`config.mk`:
```
export PLATFORM = sky130hd
export DESIGN_NAME = vid_timing_pattern_gen
export DESIGN_NICKNAME = d
export VERILOG_FILES = /design/src/rtl/vid_timing_pattern_gen.sv
export SDC_FILE = /design/constraint.sdc
export NUM_CORES = 1
export LEC_CHECK = 0
export CAP_MARGIN = 20
export CORE_MARGIN = 2
export CORE_UTILIZATION = 34
export DETAILED_ROUTE_END_ITERATION = 8
export PLACE_DENSITY = 0.55
export SYNTH_ARGS = -nofsm -noshare
export SYNTH_HDL_FRONTEND = slang
export SYNTH_SLANG_ARGS = --single-unit
```
`constraint.sdc`:
```
create_clock -name I_pxl_clk -period 15.15 [get_ports I_pxl_clk]
set_clock_uncertainty 0.05 [all_clocks]
set_input_delay 1.515 -clock I_pxl_clk [delete_from_list [all_inputs] [get_ports I_pxl_clk]]
set_output_delay 1.515 -clock I_pxl_clk [all_outputs]
set_load 0.01 [all_outputs]
```
`src/rtl/vid_timing_pattern_gen.sv`:
```
// rtl/vid_timing_pattern_gen.sv - programmable video timing generator with frame-synchronous shadow config and test patterns
// Optional pattern logic (bars/grid/fade/solid) is compiled in with VTPG_PATTERN_EN; otherwise pixels are the latched solid colour.
module vid_timing_pattern_gen #(
    parameter int CNT_W = 12,
    parameter int PIX_W = 8
) (
    input  logic               I_pxl_clk,
    input  logic               I_rst_n,
    input  logic [CNT_W-1:0]   I_h_total,
    input  logic [CNT_W-1:0]   I_h_sync,
    input  logic [CNT_W-1:0]   I_h_bporch,
    input  logic [CNT_W-1:0]   I_h_res,
    input  logic [CNT_W-1:0]   I_v_total,
    input  logic [CNT_W-1:0]   I_v_sync,
    input  logic [CNT_W-1:0]   I_v_bporch,
    input  logic [CNT_W-1:0]   I_v_res,
    input  logic               I_hs_pol,
    input  logic               I_vs_pol,
    input  logic [1:0]         I_mode,
    input  logic [3*PIX_W-1:0] I_solid_rgb,
    output logic               O_de,
    output logic               O_hs,
    output logic               O_vs,
    output logic               O_sof,
    output logic [CNT_W-1:0]   O_x,
    output logic [CNT_W-1:0]   O_y,
    output logic [PIX_W-1:0]   O_data_r,
    output logic [PIX_W-1:0]   O_data_g,
    output logic [PIX_W-1:0]   O_data_b,
    output logic               O_cfg_err
);

    typedef struct packed {
        logic [CNT_W-1:0]   h_total;
        logic [CNT_W-1:0]   h_sync;
        logic [CNT_W-1:0]   h_bporch;
        logic [CNT_W-1:0]   h_res;
        logic [CNT_W-1:0]   v_total;
        logic [CNT_W-1:0]   v_sync;
        logic [CNT_W-1:0]   v_bporch;
        logic [CNT_W-1:0]   v_res;
        logic               hs_pol;
        logic               vs_pol;
        logic [3*PIX_W-1:0] solid;
`ifdef VTPG_PATTERN_EN
        logic [1:0]         mode;
        logic [CNT_W-1:0]   bar_w;
`endif
    } cfg_t;

    cfg_t               cfg_q, cfg_d, cfg_new, cfg_rst;
    logic               load_pend_q, load_pend_d;
    logic [CNT_W-1:0]   h_cnt_q, h_cnt_d, v_cnt_q, v_cnt_d;
    logic               cfg_err_q, cfg_err_d;
    logic               de_q, de_d, hs_q, hs_d, vs_q, vs_d, sof_q, sof_d;
    logic [CNT_W-1:0]   x_q, x_d, y_q, y_d;
    logic [3*PIX_W-1:0] rgb_q, rgb_d, pix_rgb;

    logic [CNT_W:0]     h_sum, v_sum;
    logic               cfg_ok, line_end, frame_end;
    logic [CNT_W-1:0]   h_start, h_end, v_start, v_end, x_pos, y_pos;
    logic               h_act, v_act, h_sync_act, v_sync_act;

    // 1280x720p60 until the first accepted load
    always_comb begin
        cfg_rst          = '0;
        cfg_rst.h_total  = CNT_W'(1650);
        cfg_rst.h_sync   = CNT_W'(40);
        cfg_rst.h_bporch = CNT_W'(220);
        cfg_rst.h_res    = CNT_W'(1280);
        cfg_rst.v_total  = CNT_W'(750);
        cfg_rst.v_sync   = CNT_W'(5);
        cfg_rst.v_bporch = CNT_W'(20);
        cfg_rst.v_res    = CNT_W'(720);
        cfg_rst.hs_pol   = 1'b1;
        cfg_rst.vs_pol   = 1'b1;
`ifdef VTPG_PATTERN_EN
        cfg_rst.bar_w    = CNT_W'(160);
`endif
    end

    always_comb begin
        cfg_new          = '0;
        cfg_new.h_total  = I_h_total;
        cfg_new.h_sync   = I_h_sync;
        cfg_new.h_bporch = I_h_bporch;
        cfg_new.h_res    = I_h_res;
        cfg_new.v_total  = I_v_total;
        cfg_new.v_sync   = I_v_sync;
        cfg_new.v_bporch = I_v_bporch;
        cfg_new.v_res    = I_v_res;
        cfg_new.hs_pol   = I_hs_pol;
        cfg_new.vs_pol   = I_vs_pol;
        cfg_new.solid    = I_solid_rgb;
`ifdef VTPG_PATTERN_EN
        cfg_new.mode     = I_mode;
        cfg_new.bar_w    = I_h_res >> 3;
`endif
        h_sum  = {1'b0, I_h_sync} + {1'b0, I_h_bporch} + {1'b0, I_h_res};
        v_sum  = {1'b0, I_v_sync} + {1'b0, I_v_bporch} + {1'b0, I_v_res};
        cfg_ok = (I_h_res != '0) && (I_v_res != '0) &&
                 (h_sum <= {1'b0, I_h_total}) && (v_sum <= {1'b0, I_v_total});
    end

    // Shadow is always a validated config, so these sums cannot overflow CNT_W
    always_comb begin
        h_start    = cfg_q.h_sync + cfg_q.h_bporch;
        h_end      = h_start + cfg_q.h_res;
        v_start    = cfg_q.v_sync + cfg_q.v_bporch;
        v_end      = v_start + cfg_q.v_res;
        h_act      = (h_cnt_q >= h_start) && (h_cnt_q < h_end);
        v_act      = (v_cnt_q >= v_start) && (v_cnt_q < v_end);
        h_sync_act = h_cnt_q < cfg_q.h_sync;
        v_sync_act = v_cnt_q < cfg_q.v_sync;
        x_pos      = h_cnt_q - h_start;
        y_pos      = v_cnt_q - v_start;
        line_end   = h_cnt_q == cfg_q.h_total - CNT_W'(1);
        frame_end  = line_end && (v_cnt_q == cfg_q.v_total - CNT_W'(1));
    end

`ifdef VTPG_PATTERN_EN
    logic [PIX_W-1:0]   fade_q, fade_d;
    logic [CNT_W-1:0]   wc_q, wc_d;
    logic [3:0]         bar_q, bar_d;
    logic [3*PIX_W-1:0] bar_rgb;

    always_comb begin
        bar_rgb = '0;
        if (!bar_q[3]) begin
            bar_rgb = {{PIX_W{~bar_q[1]}}, {PIX_W{~bar_q[2]}}, {PIX_W{~bar_q[0]}}};
        end
        pix_rgb = cfg_q.solid;
        case (cfg_q.mode)
            2'd0:    pix_rgb = bar_rgb;
            2'd1:    pix_rgb = (x_pos[4:0] == 5'd0 || y_pos[4:0] == 5'd0) ? '1 : '0;
            2'd2:    pix_rgb = {fade_q, ~fade_q, {PIX_W{1'b0}}};
            default: pix_rgb = cfg_q.solid;
        endcase
    end

    // Bar position tracks the pixel currently held in h_cnt_q; bar 8 means past the last bar
    always_comb begin
        fade_d = fade_q;
        wc_d   = wc_q;
        bar_d  = bar_q;
        if (!load_pend_q && frame_end) begin
            fade_d = fade_q + PIX_W'(1);
        end
        if (h_cnt_d == '0) begin
            wc_d  = '0;
            bar_d = (cfg_d.bar_w == '0) ? 4'd8 : 4'd0;
        end else if (h_act && !bar_q[3]) begin
            if (wc_q == cfg_q.bar_w - CNT_W'(1)) begin
                wc_d  = '0;
                bar_d = bar_q + 4'd1;
            end else begin
                wc_d  = wc_q + CNT_W'(1);
            end
        end
    end
`else
    logic unused_mode;
    assign unused_mode = ^I_mode;
    assign pix_rgb     = cfg_q.solid;
`endif

    // The cycle after reset is spent loading the shadow; counters hold and outputs stay low
    always_comb begin
        h_cnt_d     = h_cnt_q;
        v_cnt_d     = v_cnt_q;
        cfg_d       = cfg_q;
        cfg_err_d   = cfg_err_q;
        load_pend_d = 1'b0;
        de_d        = 1'b0;
        hs_d        = 1'b0;
        vs_d        = 1'b0;
        sof_d       = 1'b0;
        x_d         = '0;
        y_d         = '0;
        rgb_d       = '0;
        if (load_pend_q || frame_end) begin
            if (cfg_ok) begin
                cfg_d = cfg_new;
            end
            cfg_err_d = ~cfg_ok;
        end
        if (!load_pend_q) begin
            de_d  = h_act && v_act;
            hs_d  = h_sync_act ^ ~cfg_q.hs_pol;
            vs_d  = v_sync_act ^ ~cfg_q.vs_pol;
            sof_d = (h_cnt_q == '0) && (v_cnt_q == '0);
            if (de_d) begin
                x_d   = x_pos;
                y_d   = y_pos;
                rgb_d = pix_rgb;
            end
            if (line_end) begin
                h_cnt_d = '0;
                v_cnt_d = frame_end ? '0 : v_cnt_q + CNT_W'(1);
            end else begin
                h_cnt_d = h_cnt_q + CNT_W'(1);
            end
        end
    end

    always_ff @(posedge I_pxl_clk) begin
        if (!I_rst_n) begin
            cfg_q       <= cfg_rst;
            load_pend_q <= 1'b1;
            h_cnt_q     <= '0;
            v_cnt_q     <= '0;
            cfg_err_q   <= 1'b0;
            de_q        <= 1'b0;
            hs_q        <= 1'b0;
            vs_q        <= 1'b0;
            sof_q       <= 1'b0;
            x_q         <= '0;
            y_q         <= '0;
            rgb_q       <= '0;
`ifdef VTPG_PATTERN_EN
            fade_q      <= '0;
            wc_q        <= '0;
            bar_q       <= '0;
`endif
        end else begin
            cfg_q       <= cfg_d;
            load_pend_q <= load_pend_d;
            h_cnt_q     <= h_cnt_d;
            v_cnt_q     <= v_cnt_d;
            cfg_err_q   <= cfg_err_d;
            de_q        <= de_d;
            hs_q        <= hs_d;
            vs_q        <= vs_d;
            sof_q       <= sof_d;
            x_q         <= x_d;
            y_q         <= y_d;
            rgb_q       <= rgb_d;
`ifdef VTPG_PATTERN_EN
            fade_q      <= fade_d;
            wc_q        <= wc_d;
            bar_q       <= bar_d;
`endif
        end
    end

    assign O_de      = de_q;
    assign O_hs      = hs_q;
    assign O_vs      = vs_q;
    assign O_sof     = sof_q;
    assign O_x       = x_q;
    assign O_y       = y_q;
    assign O_data_r  = rgb_q[3*PIX_W-1:2*PIX_W];
    assign O_data_g  = rgb_q[2*PIX_W-1:PIX_W];
    assign O_data_b  = rgb_q[PIX_W-1:0];
    assign O_cfg_err = cfg_err_q;

endmodule

```
==> Word-level counts from Yosys, hierarchy flattened <==
Index checks and enable logic that the tools add are counted.
{ "totals": {"register_bits": 200, "output_inout_bits": 53, "inputBits": 126, "elab_cells": 74} }
{ "classes": {"n_reduce_logical": 17, "magnitude_cmp": 8, "mux": 3, "n_eq_ne": 2, "add_sub_neg": 14, "bitwise_logic": 8} }
{ "ops": {"columns": ["cell", "count"], "rows": [
  ["adder 12 bit", 4],
  ["< comparator 12 bit", 4],
  ["adder 12 x 12 -> 13 bit", 2],
  ["adder 13 x 12 -> 13 bit", 2],
  ["<= comparator 13 x 12 -> 1 bit", 2],
  ["adder 12 x 1 -> 12 bit (second input constant)", 2],
  ["equality test 12 bit", 2],
  ["greater-or-equal comparator 12 bit", 2],
  ["logical NOT 12 bit", 2],
  ["two-way mux 12 bit", 2],
  ["nonzero test 12 bit", 2],
  ["subtractor 12 x 1 -> 12 bit (second input constant)", 2],
  ["subtractor 12 bit", 2],
  ["logical AND 1 bit", 8],
  ["inverter 1 bit", 6],
  ["AND reduction 2 bit", 2],
  ["OR reduction 3 bit", 1],
  ["OR reduction 2 bit", 1],
  ["XOR 1 bit", 2],
  ["logical OR 1 bit", 1],
  ["two-way mux 1 bit", 1]
]} }

==> Longest topological paths before layout <==
Gate-level depths: netlist (run 1).
{ "logic_depth": {"ltp_word": 7, "ltp_mapped": 26, "depth_no_buf": 25} }

==> Worst setup path before layout (run 1) <==
Ideal clock, no wire load.
{ "synth_timing": {"path_kind": "input to register", "from": "input I_h_sync[1]", "to": "register cfg_q[65] in the netlist's numbering", "path_slack_ns": 9.437, "t_arrival_ns": 5.533, "t_required_ns": 14.971, "path_buffers": 2, "stages": 22, "setup_time_ns": 0.129, "path_cell_list": "fa_1 > ha_1 > fa_1 > a21o_1 > a21oi_1 > o21bai_1 > a21oi_1 > o21bai_1 > a21oi_1 > o21bai_1 > a21oi_1 > xnor2_1 > ha_1 > and3_1 > nand4_1 > o31ai_1 > a31oi_1 > nor4_4 > buf_6 > buf_4 > mux2i_1 > nand2_1"} }
{ "synth_via": {"elab_chain_cells": 6} }
{ "synth_rtl": {"columns": ["element", "line_no", "rtl"], "rows": [
  ["start, declared", "10", "input logic [CNT_W-1:0] I_h_sync,"],
  ["adder 12 x 12 -> 13 bit", "99", "h_sum = {1'b0, I_h_sync} + {1'b0, I_h_bporch} + {1'b0, I_h_res};"],
  ["adder 13 x 12 -> 13 bit", "99", null],
  ["<= comparator 13 x 12 -> 1 bit", "102", "(h_sum <= {1'b0, I_h_total}) && (v_sum <= {1'b0, I_v_total});"],
  ["logical AND 1 bit", "101", "cfg_ok = (I_h_res != '0) && (I_v_res != '0) &&"],
  ["logical AND 1 bit", "102", null],
  ["AND reduction 2 bit (no source line)", null, null],
  ["end signal, assigned", "208", "cfg_q <= cfg_rst;"],
  ["end signal, assigned", "226", "cfg_q <= cfg_d;"],
  ["end, declared", "51", "cfg_t cfg_q, cfg_d, cfg_new, cfg_rst;"]
]} }
No other way between the ends.
A chain may end at the register's enable or synchronous reset.

==> Worst setup path after layout (run 1) <==
{ "layout_timing": {"from": "input I_v_res[1]", "to": "register cfg_q[40] in the netlist's numbering"} }
{ "layout_via": {"elab_chain_cells": 5, "elab_cells_between_ends": 7, "cone_classes": "add/sub: 1; order compare: 1; reduce/logical: 5"} }
{ "layout_rtl": {"columns": ["element", "line_no", "rtl"], "rows": [
  ["start, declared", "16", "input logic [CNT_W-1:0] I_v_res,"],
  ["branches (longest 3 deep; another with adder 13 x 12 -> 13 bit)", null, null],
  ["logical AND 1 bit *", "102", null],
  ["AND reduction 2 bit (no source line) *", null, null]
]} }
Every way passes the cells marked *.

==> results of run 1 <==
[stage by stage]
step                      hold slack (ns)  power (mW)  std cells  instance area [um2]   util
after floorplan                     0.374        1.27       1571                13500      -
after global placement              0.381        1.44       2209                15600  0.395
after detailed placement            0.387        1.46       2209                15600  0.395
after CTS                           0.398        1.96       2241                16300  0.411
after global routing                0.417        2.09       2241                16300  0.411
final                               0.397        1.93       2241                16300  0.411
[report_power, final]
group          switching [mW]  leakage [nW]  internal, mW  total, mW
Clock                   0.243         0.301         0.240      0.483
Combinational           0.468          4.78         0.379      0.847
Sequential             0.0357          1.62         0.569      0.605
Total                   0.746          6.70          1.19       1.93
[path summary, 6_finish.rpt]
kind / from / endpoint / cells past startpoint
min: pix_rgb[23] / pix_rgb[23] / 2
min reg2reg: pix_rgb[23] / pix_rgb[23] / 2
max: I_v_res[1] / cfg_q[40] / 22
max reg2reg: cfg_q[87] / O_x[1] / 25
[logic make-up after synthesis]
family          after synthesis  synth area share
xor+xnor                    130            0.0841
simple gates                498             0.178
fa+ha+maj                   200             0.203
mux                          31            0.0229
compound gates              334             0.159
buf+inv                     178            0.0582
flops                       200             0.296
[routing by layer]
layer  vias up  wire, um  track usage
met3        45      1410       0.0224
met2       236     15900        0.276
met1      5167     19000        0.265
met5         -         0            0
li1       5767         -            -
met4         0       912       0.0620
[Yosys cell counts (6+ instances only)]
master / instances / share of area
or3_1: 9 / 0.0042
xor2_1: 49 / 0.032
a21oi_1: 70 / 0.026
nor3_1: 24 / 0.0089
o211ai_1: 16 / 0.0089
inv_1: 111 / 0.031
nor2_1: 85 / 0.024
dfxtp_1: 200 / 0.30
nand2_1: 144 / 0.040
mux2i_1: 31 / 0.023
o21bai_1: 24 / 0.013
clkbuf_1: 40 / 0.011
o21ai_0: 45 / 0.017
a211oi_1: 8 / 0.0044
nor4_1: 21 / 0.0097
o21a_1: 12 / 0.0067
nand2b_1: 11 / 0.0051
a2111oi_0: 6 / 0.0039
ha_1: 168 / 0.16
nor2b_1: 15 / 0.0069
and2_1: 27 / 0.012
and3_1: 13 / 0.0060
o21ai_1: 52 / 0.019
xnor2_1: 81 / 0.052
nand3_1: 118 / 0.044
o2111ai_1: 6 / 0.0039
a21o_1: 36 / 0.020
nand4_1: 14 / 0.0065
fa_1: 32 / 0.047
o31ai_1: 27 / 0.015
buf_6: 11 / 0.0091
[area by class of cell]
cell class              instances  area [um2]  area share
well taps                     525         657      0.0404
repair buffers                179        1800       0.111
multi-input cells            1193        8750       0.538
flip-flops and latches        200        4000       0.246
clock buffers                  17         425      0.0262
clock inverters                15         204      0.0125
inverters                     112         420      0.0259
[cells in the final DEF (no fill, tap or decap), drive strengths merged, types with 27 or more instances in the layout]
cell and count:
inv 118, dfxtp 200, a21o 36, clkdlybuf4s50 175
xor2 49, mux2i 31, nand3 118, o21ai 97
ha 168, o31ai 27, a21oi 71, xnor2 81
nand2 144, fa 32, and2 27, nor2 85
[flip-flops by register name, summed over array words and instances (netlist names)]
| name | cells |
|---|---|
| pix_rgb | 24 |
| load_pend_q | 1 |
| v_cnt_q | 12 |
| h_cnt_q | 12 |
| O_x | 12 |
| O_vs | 1 |
| O_y | 12 |
| rgb_q | 24 |
| O_cfg_err | 1 |
| O_sof | 1 |
| O_hs | 1 |
| cfg_q | 98 |
| O_de | 1 |
[critical path, stage by stage]
cell and delay (ns):
clkdlybuf4s50_1 0.56, fa_1 0.47, ha_1 0.25, fa_1 0.41, a21o_1 0.18, a21oi_1 0.22, o21bai_1 0.09, a21oi_1 0.22
o21bai_1 0.10, a21oi_1 0.24, o21bai_1 0.09, a21oi_1 0.18, xnor2_1 0.16, ha_1 0.28, a21oi_1 0.24, nand2_1 0.08
o211ai_1 0.21, nand3_1 0.18, nor4_4 0.22, buf_12 0.71, mux2i_1 0.26, nand2_1 0.07
==> results.toml, run 1 <==
[critical_path]
category_of_the_worst_setup_path_launch_point = "input port"
critPathRequiredTime_ns = 15.41
crit_path_max_fanout = 219
end_kind = "register"
worst_ep_arrival_time_ns = 7.08
critPathKind = "in2reg"
r2r_slack_ns = 9.09

[clocking]
worst_skew_pair_later_pin_latency_ns = 0.46
cts_max_path_bufs = 2
cts.hold.buffers_added = 0
tritoncts_num_sinks = 200
postCtsResizedCells = 0
cts_root_buf = "clkbuf_16"
post_cts_buffers = 0
tritoncts = "done"
clk_pin_slew_worst_paths_ns = 0.09
cts-htree-levels = 4
cts-buffers-inserted = 17

[sta]
achievable-frequency_mhz = 147
post-route-worst-setup-slack_ns = 8.33
min_period_over_period = 0.450
timing_max_transition_violations_final = 0
setup_viol = 0
timing.max_slew.rel_slack = 0.218
hold_viol_final = 0
period_minus_slack_ns = 6.82
fin_tns_setup_ns = 0
rsz0062_at_grt = "no"
max_slew.worst_pin.slew_ns = 1.14

[routing]
drt_pass1_iterations = 7
via_per_inst = 5.00
drt-initial-drc-count = 633
postRouteAntennaNets = 0
route.detailed.wl_per_inst_um = 16.6
routed-via-count = 11215
routed_wl_um = 37300
post-route-drc-count = 0

[die]
floorplan_die_area_um2 = 41400
die_height_um = 204
start_util = 0.342
die_x_extent_um = 204
core_region_area_um2 = 39500
count_of_standard_cell_rows = 73
boundaryPins = 179

[layout]
syn_to_final_growth_pct = 20.1
num-nets-final = 2029
nFillCells = 3994
drive_gt1_frac = 0.0286
num_antenna_cells = 0

[placed_design]
pre_cts_slack_ns = 7.88
final_estimated_routing_congestion_in_global_placement = 0.833
portBuffers = 176
dp.final_hpwl_um = 28700

[global_routing]
grt_start_max_net_pins = 220
vias_in_the_first_global_route = 10764
grt_overflow_total = 0
first_pass_grt_wire_length_um = 58900
antenna_found_initial = 0
groute.usage.overall = 0.182

[yosys]
average_instance_area_after_synthesis_um2 = 8.62
synthDistinctLibCells = 60
syn-instance-count = 1571
synth_seq_area_share = 0.296
synth_edf_count = 0
synth.ff_latch_count = 200
yosys_warnings = 0
async_flop_share = 0
syn-num-nets = 1897
mappedNetlistArea_um2 = 13500
synth_ff_type = "dfxtp_1"

[hold_path]
hold_path.class = "reg2reg"

[power]
worst_ir_drop_vdd_v = 0.0000706
cellPowerDensity_nw_per_um2 = 119
leakagePower_nw = 6.70

[status]
outcome = "completed"

[job]
cap_violations = 0
Note: power is estimated with default switching activity, not from simulation.
==> run 2, diff against run 1 <==
- clock period: 15.15 -> 6.6 ns (I/O delays scaled with it)
==> run 2 against run 1 <==
- final area up 0.31%
- sequential power up 130%
- non-clock buffer count up 7
- core utilization up 0.13 points
- wire length up 0.15%
- worst hold slack worse by 0.0032 ns
- highest routed layer unchanged
==> results.toml, run 2 (synthesized netlist as in run 1, its figures left out) <==
[status]
outcome = "completed"

[placed_design]
dp.final_hpwl_um = 29300
pre_cts_slack_ns = 0.550
portBuffers = 176
final_estimated_routing_congestion_in_global_placement = 0.858

[layout]
drive_gt1_frac = 0.0325
largest_register_ffs = 98
nFillCells = 3957
syn_to_final_growth_pct = 20.4
layout_commonest_cell = "dfxtp_1"
top_register = "cfg_q"
layout_common_cells = "dfxtp_1, clkdlybuf4s50_1, ha_1, nand2_1, nand3_1"
num-nets-final = 2036

[power]
internal_power_mw = 2.73
clkPwrFrac = 0.245
netSwitchingPower_mw = 1.71
leakagePower_nw = 6.73
cellPowerDensity_nw_per_um2 = 272
comb_power_share = 0.442
worst_ir_drop_vdd_v = 0.000154
power.sequential.fraction = 0.314
total_power_mw = 4.43
switching_share = 0.384

[sta]
max_slew.worst_pin.slew_ns = 1.05
worst_hold_slack_ns = 0.394
timing_max_transition_violations_final = 0
post-route-worst-setup-slack_ns = 0.763
timing.max_slew.rel_slack = 0.285
min_period_over_period = 0.884
fin_tns_setup_ns = 0
period_minus_slack_ns = 5.84
rsz0062_at_grt = "no"
achievable-frequency_mhz = 171
setup_viol = 0
hold_viol_final = 0

[routing]
post-route-drc-count = 0
routed-via-count = 11296
route.detailed.wl_per_inst_um = 16.6
drt_pass1_iterations = 5
via_per_inst = 5.02
postRouteAntennaNets = 0
drt-initial-drc-count = 575
routed_wl_um = 37300

[critical_path]
category_of_the_worst_setup_path_launch_point = "register"
rr_startpoint = "cfg_q[87]"
crit_path_max_fanout = 27
critPathKind = "reg2reg"
worst_ep_arrival_time_ns = 6.18
critPathMaxStageDelay_ns = 0.68
crit_start = "cfg_q[87]"
critical_path_slowest_stage_cell = "a2111oi_0"
end_kind = "register"
critPathRequiredTime_ns = 6.95

[die]
start_util = 0.342
die_x_extent_um = 204
die_height_um = 204
core_region_area_um2 = 39500
floorplan_die_area_um2 = 41400
boundaryPins = 179
count_of_standard_cell_rows = 73

[clocking]
cts.hold.buffers_added = 0
worst_skew_pair_later_pin_latency_ns = 0.45
clk_pin_slew_worst_paths_ns = 0.08
post_cts_buffers = 0
cts_root_buf = "clkbuf_16"
postCtsResizedCells = 0
tritoncts = "done"
cts-htree-levels = 4
cts-buffers-inserted = 17
tritoncts_num_sinks = 200
cts_max_path_bufs = 2

[global_routing]
first_pass_grt_wire_length_um = 59300
groute.usage.overall = 0.183
grt_overflow_total = 0
grt_start_max_net_pins = 123
antenna_found_initial = 1
vias_in_the_first_global_route = 10961

[hold_path]
hold_path.class = "reg2reg"
holdCritStartpoint = "pix_rgb[15]"

[job]
cap_violations = 0
-- run 2: cell types whose count changed in the layout (fill, tap and decap cells not counted), sizes merged --
| cell | change |
|---|---|
| clkinv | -1 |
| buf | +7 |
| clkinvlp | +2 |
| diode | +1 |
| inv | -1 |
-- run 2: path summary, 6_finish.rpt --
check	to	slack, ns	cells after the start
setup / recovery	rgb_q[12]	0.76	26
setup reg to reg	rgb_q[12]	0.76	26
hold reg to reg	pix_rgb[15]	0.39	2
hold / removal	pix_rgb[15]	0.39	2
-- run 2: metrics by stage --
| stage | cell area (um2) | util | std cells |
|---|---|---|---|
| 6_report | 16300 | 0.412 | 2249 |
| 5_1_grt | 16300 | 0.412 | 2249 |
| 4_1_cts | 16300 | 0.412 | 2248 |
| 3_5_place_dp | 15700 | 0.397 | 2216 |
| 3_3_place_gp | 15700 | 0.397 | 2216 |
| 2_1_floorplan | 13500 | - | 1571 |
-- run 2: critical path: cells and delay by family (launching register included) --
kind / cells / cell delay (ns)
compound gates: 11 / 2.36
xor+xnor: 3 / 0.57
fa+ha+maj: 3 / 0.99
buf+inv: 4 / 0.66
flops: 1 / 0.35
simple gates: 5 / 0.78
-- run 2: cell type report --
type | instances | area (um2) | share of cell area
multi-input combinational | 1193 | 8750 | 0.537
antenna | 1 | 2.50 | 0.000153
timing repair buffer | 186 | 1860 | 0.114
clock inverter | 15 | 186 | 0.0114
clock buffer | 17 | 425 | 0.0261
sequential | 200 | 4000 | 0.245
tap | 525 | 657 | 0.0403
inverter | 112 | 420 | 0.0258
-- run 2: power groups by stage --
stage	Combinational (mW)	Sequential, mW	Clock [mW]
floorplan	1.53	1.39	0
global placement	1.91	1.42	0
detailed placement	1.95	1.42	0
CTS	1.97	1.39	1.12
global route	2.23	1.41	1.16
finish	1.96	1.39	1.09
-- run 2: metal layers --
metal  vias to the layer above  GRT usage  wire, um
met5                         -          0         0
met2                       257      0.279     16000
li1                       5786          -         -
met4                         0     0.0678       971
met3                        49     0.0299      1670
met1                      5204      0.259     18600
==> run 3, diff against run 2 <==
- clock period: 6.6 -> 6.2 ns (I/O delays scaled with it)
==> run 3 against run 2 <==
- flip-flop and latch count stayed put
- worst hold slack worse by 0.0027 ns
- combinational power is 8% higher
- critical endpoint is now rgb_q[14]
- cell count is 0.31% higher
==> results.toml, run 3 (synthesized netlist as in run 1, its figures left out) <==
[status]
outcome = "completed"

[layout]
stdcell_count = 2256
layout_commonest_cell = "dfxtp_1"
largest_register_ffs = 98
top_register = "cfg_q"
num-nets-final = 2045
num_antenna_cells = 0
final_area_um2 = 16400
layout_common_cells = "dfxtp_1, clkdlybuf4s50_1, ha_1, nand2_1, nand3_1"
syn_to_final_growth_pct = 21.0
drive_gt1_frac = 0.0364

[clocking]
cts_root_buf = "clkbuf_16"
tritoncts_num_sinks = 200
cts_max_path_bufs = 2
cts-buffers-inserted = 17
tritoncts = "done"
clk_pin_slew_worst_paths_ns = 0.08
postCtsResizedCells = 0
worst_skew_pair_later_pin_latency_ns = 0.46
post_cts_buffers = 0
cts-htree-levels = 4
cts.hold.buffers_added = 0

[die]
floorplan_die_area_um2 = 41400
die_height_um = 204
count_of_standard_cell_rows = 73
core_region_area_um2 = 39500
boundaryPins = 179
start_util = 0.342
die_x_extent_um = 204

[global_routing]
first_pass_grt_wire_length_um = 59000
antenna_found_initial = 0
grt_start_max_net_pins = 122
vias_in_the_first_global_route = 10539
groute.usage.overall = 0.183
grt_overflow_total = 0

[routing]
routed-via-count = 11189
routed_wl_um = 37500
drt_pass1_iterations = 4
via_per_inst = 4.96
route.detailed.wl_per_inst_um = 16.6
post-route-drc-count = 0
drt-initial-drc-count = 619
postRouteAntennaNets = 0

[critical_path]
critPathMaxStageDelay_ns = 0.40
critPathRequiredTime_ns = 6.55
crit_start = "cfg_q[98]"
worst_ep_arrival_time_ns = 5.91
critical_path_slowest_stage_cell = "fa_1"
critPathKind = "reg2reg"
worstPathBufferInverterCount = 2
end_kind = "register"
crit_top_cell = "a21oi_1"
timing.critical_path.max_delay_family = "compound AO/OA/AOI/OAI gates"
crit_path_max_fanout = 25
category_of_the_worst_setup_path_launch_point = "register"
rr_startpoint = "cfg_q[98]"

[sta]
rsz0062_at_grt = "no"
setup_viol = 0
post-route-worst-setup-slack_ns = 0.640
achievable-frequency_mhz = 180
timing_max_transition_violations_final = 0
timing.max_slew.rel_slack = 0.377
fin_tns_setup_ns = 0
max_slew.worst_pin.slew_ns = 0.935
period_minus_slack_ns = 5.56
worst_hold_slack_ns = 0.391
hold_viol_final = 0
min_period_over_period = 0.897

[placed_design]
dpl_cell_area_um2 = 15800
portBuffers = 176
pre_cts_slack_ns = 0.285
place_inst = 2225
dp.final_hpwl_um = 29600
final_estimated_routing_congestion_in_global_placement = 0.846

[power]
worst_ir_drop_vdd_v = 0.000185
leakagePower_nw = 6.76
cellPowerDensity_nw_per_um2 = 286

[job]
cap_violations = 0

[hold_path]
holdCritStartpoint = "pix_rgb[22]"
hold_path.class = "reg2reg"
-- run 3: cell type report --
class	count	area, um2
Fill cell	3977	23200
Clock inverter	9	66.3
Multi-Input combinational cell	1193	8750
Timing Repair Buffer	195	2010
Tap cell	525	657
Inverter	112	420
Clock buffer	22	484
Sequential cell	200	4000
-- run 3: stage by stage --
| stage | power (mW) | util |
|---|---|---|
| finish | 4.68 | 0.414 |
| CTS | 4.73 | 0.414 |
| global route | 5.06 | 0.414 |
| global placement | 3.58 | 0.400 |
| detailed placement | 3.62 | 0.400 |
| floorplan | 3.10 | - |
-- run 3: final timing paths --
path	endpoint	slack [ns]	cells after the start
worst min register to register	pix_rgb[22]	0.39	2
worst max-delay path	rgb_q[14]	0.64	26
worst max register to register	rgb_q[14]	0.64	26
worst min-delay path	pix_rgb[22]	0.39	2
-- run 3: report_power, final --
group	switching, mW	leakage (nW)	internal, mW
sequential	0.0893	1.62	1.39
clock	0.524	0.261	0.556
combinational	1.15	4.88	0.967
total	1.77	6.76	2.91
-- run 3: worst register-to-register path, delay by kind of cell (launching register included) --
family / cells / cell delay (ns)
DFF: 1 / 0.35
adders and majority gates: 4 / 1.22
and+or+nand+nor: 3 / 0.52
AOI/OAI and AO/OA: 14 / 2.47
xor gates and xnor gates: 3 / 0.57
buffers and inverters: 2 / 0.33
-- run 3: metal layers --
| metal | vias up | global-route usage | wire length [um] |
|---|---|---|---|
| li1 | 5802 | - | - |
| met1 | 5112 | 0.263 | 19000 |
| met2 | 244 | 0.282 | 16200 |
| met3 | 31 | 0.0292 | 1620 |
| met4 | 0 | 0.0540 | 617 |
| met5 | - | 0 | 0 |
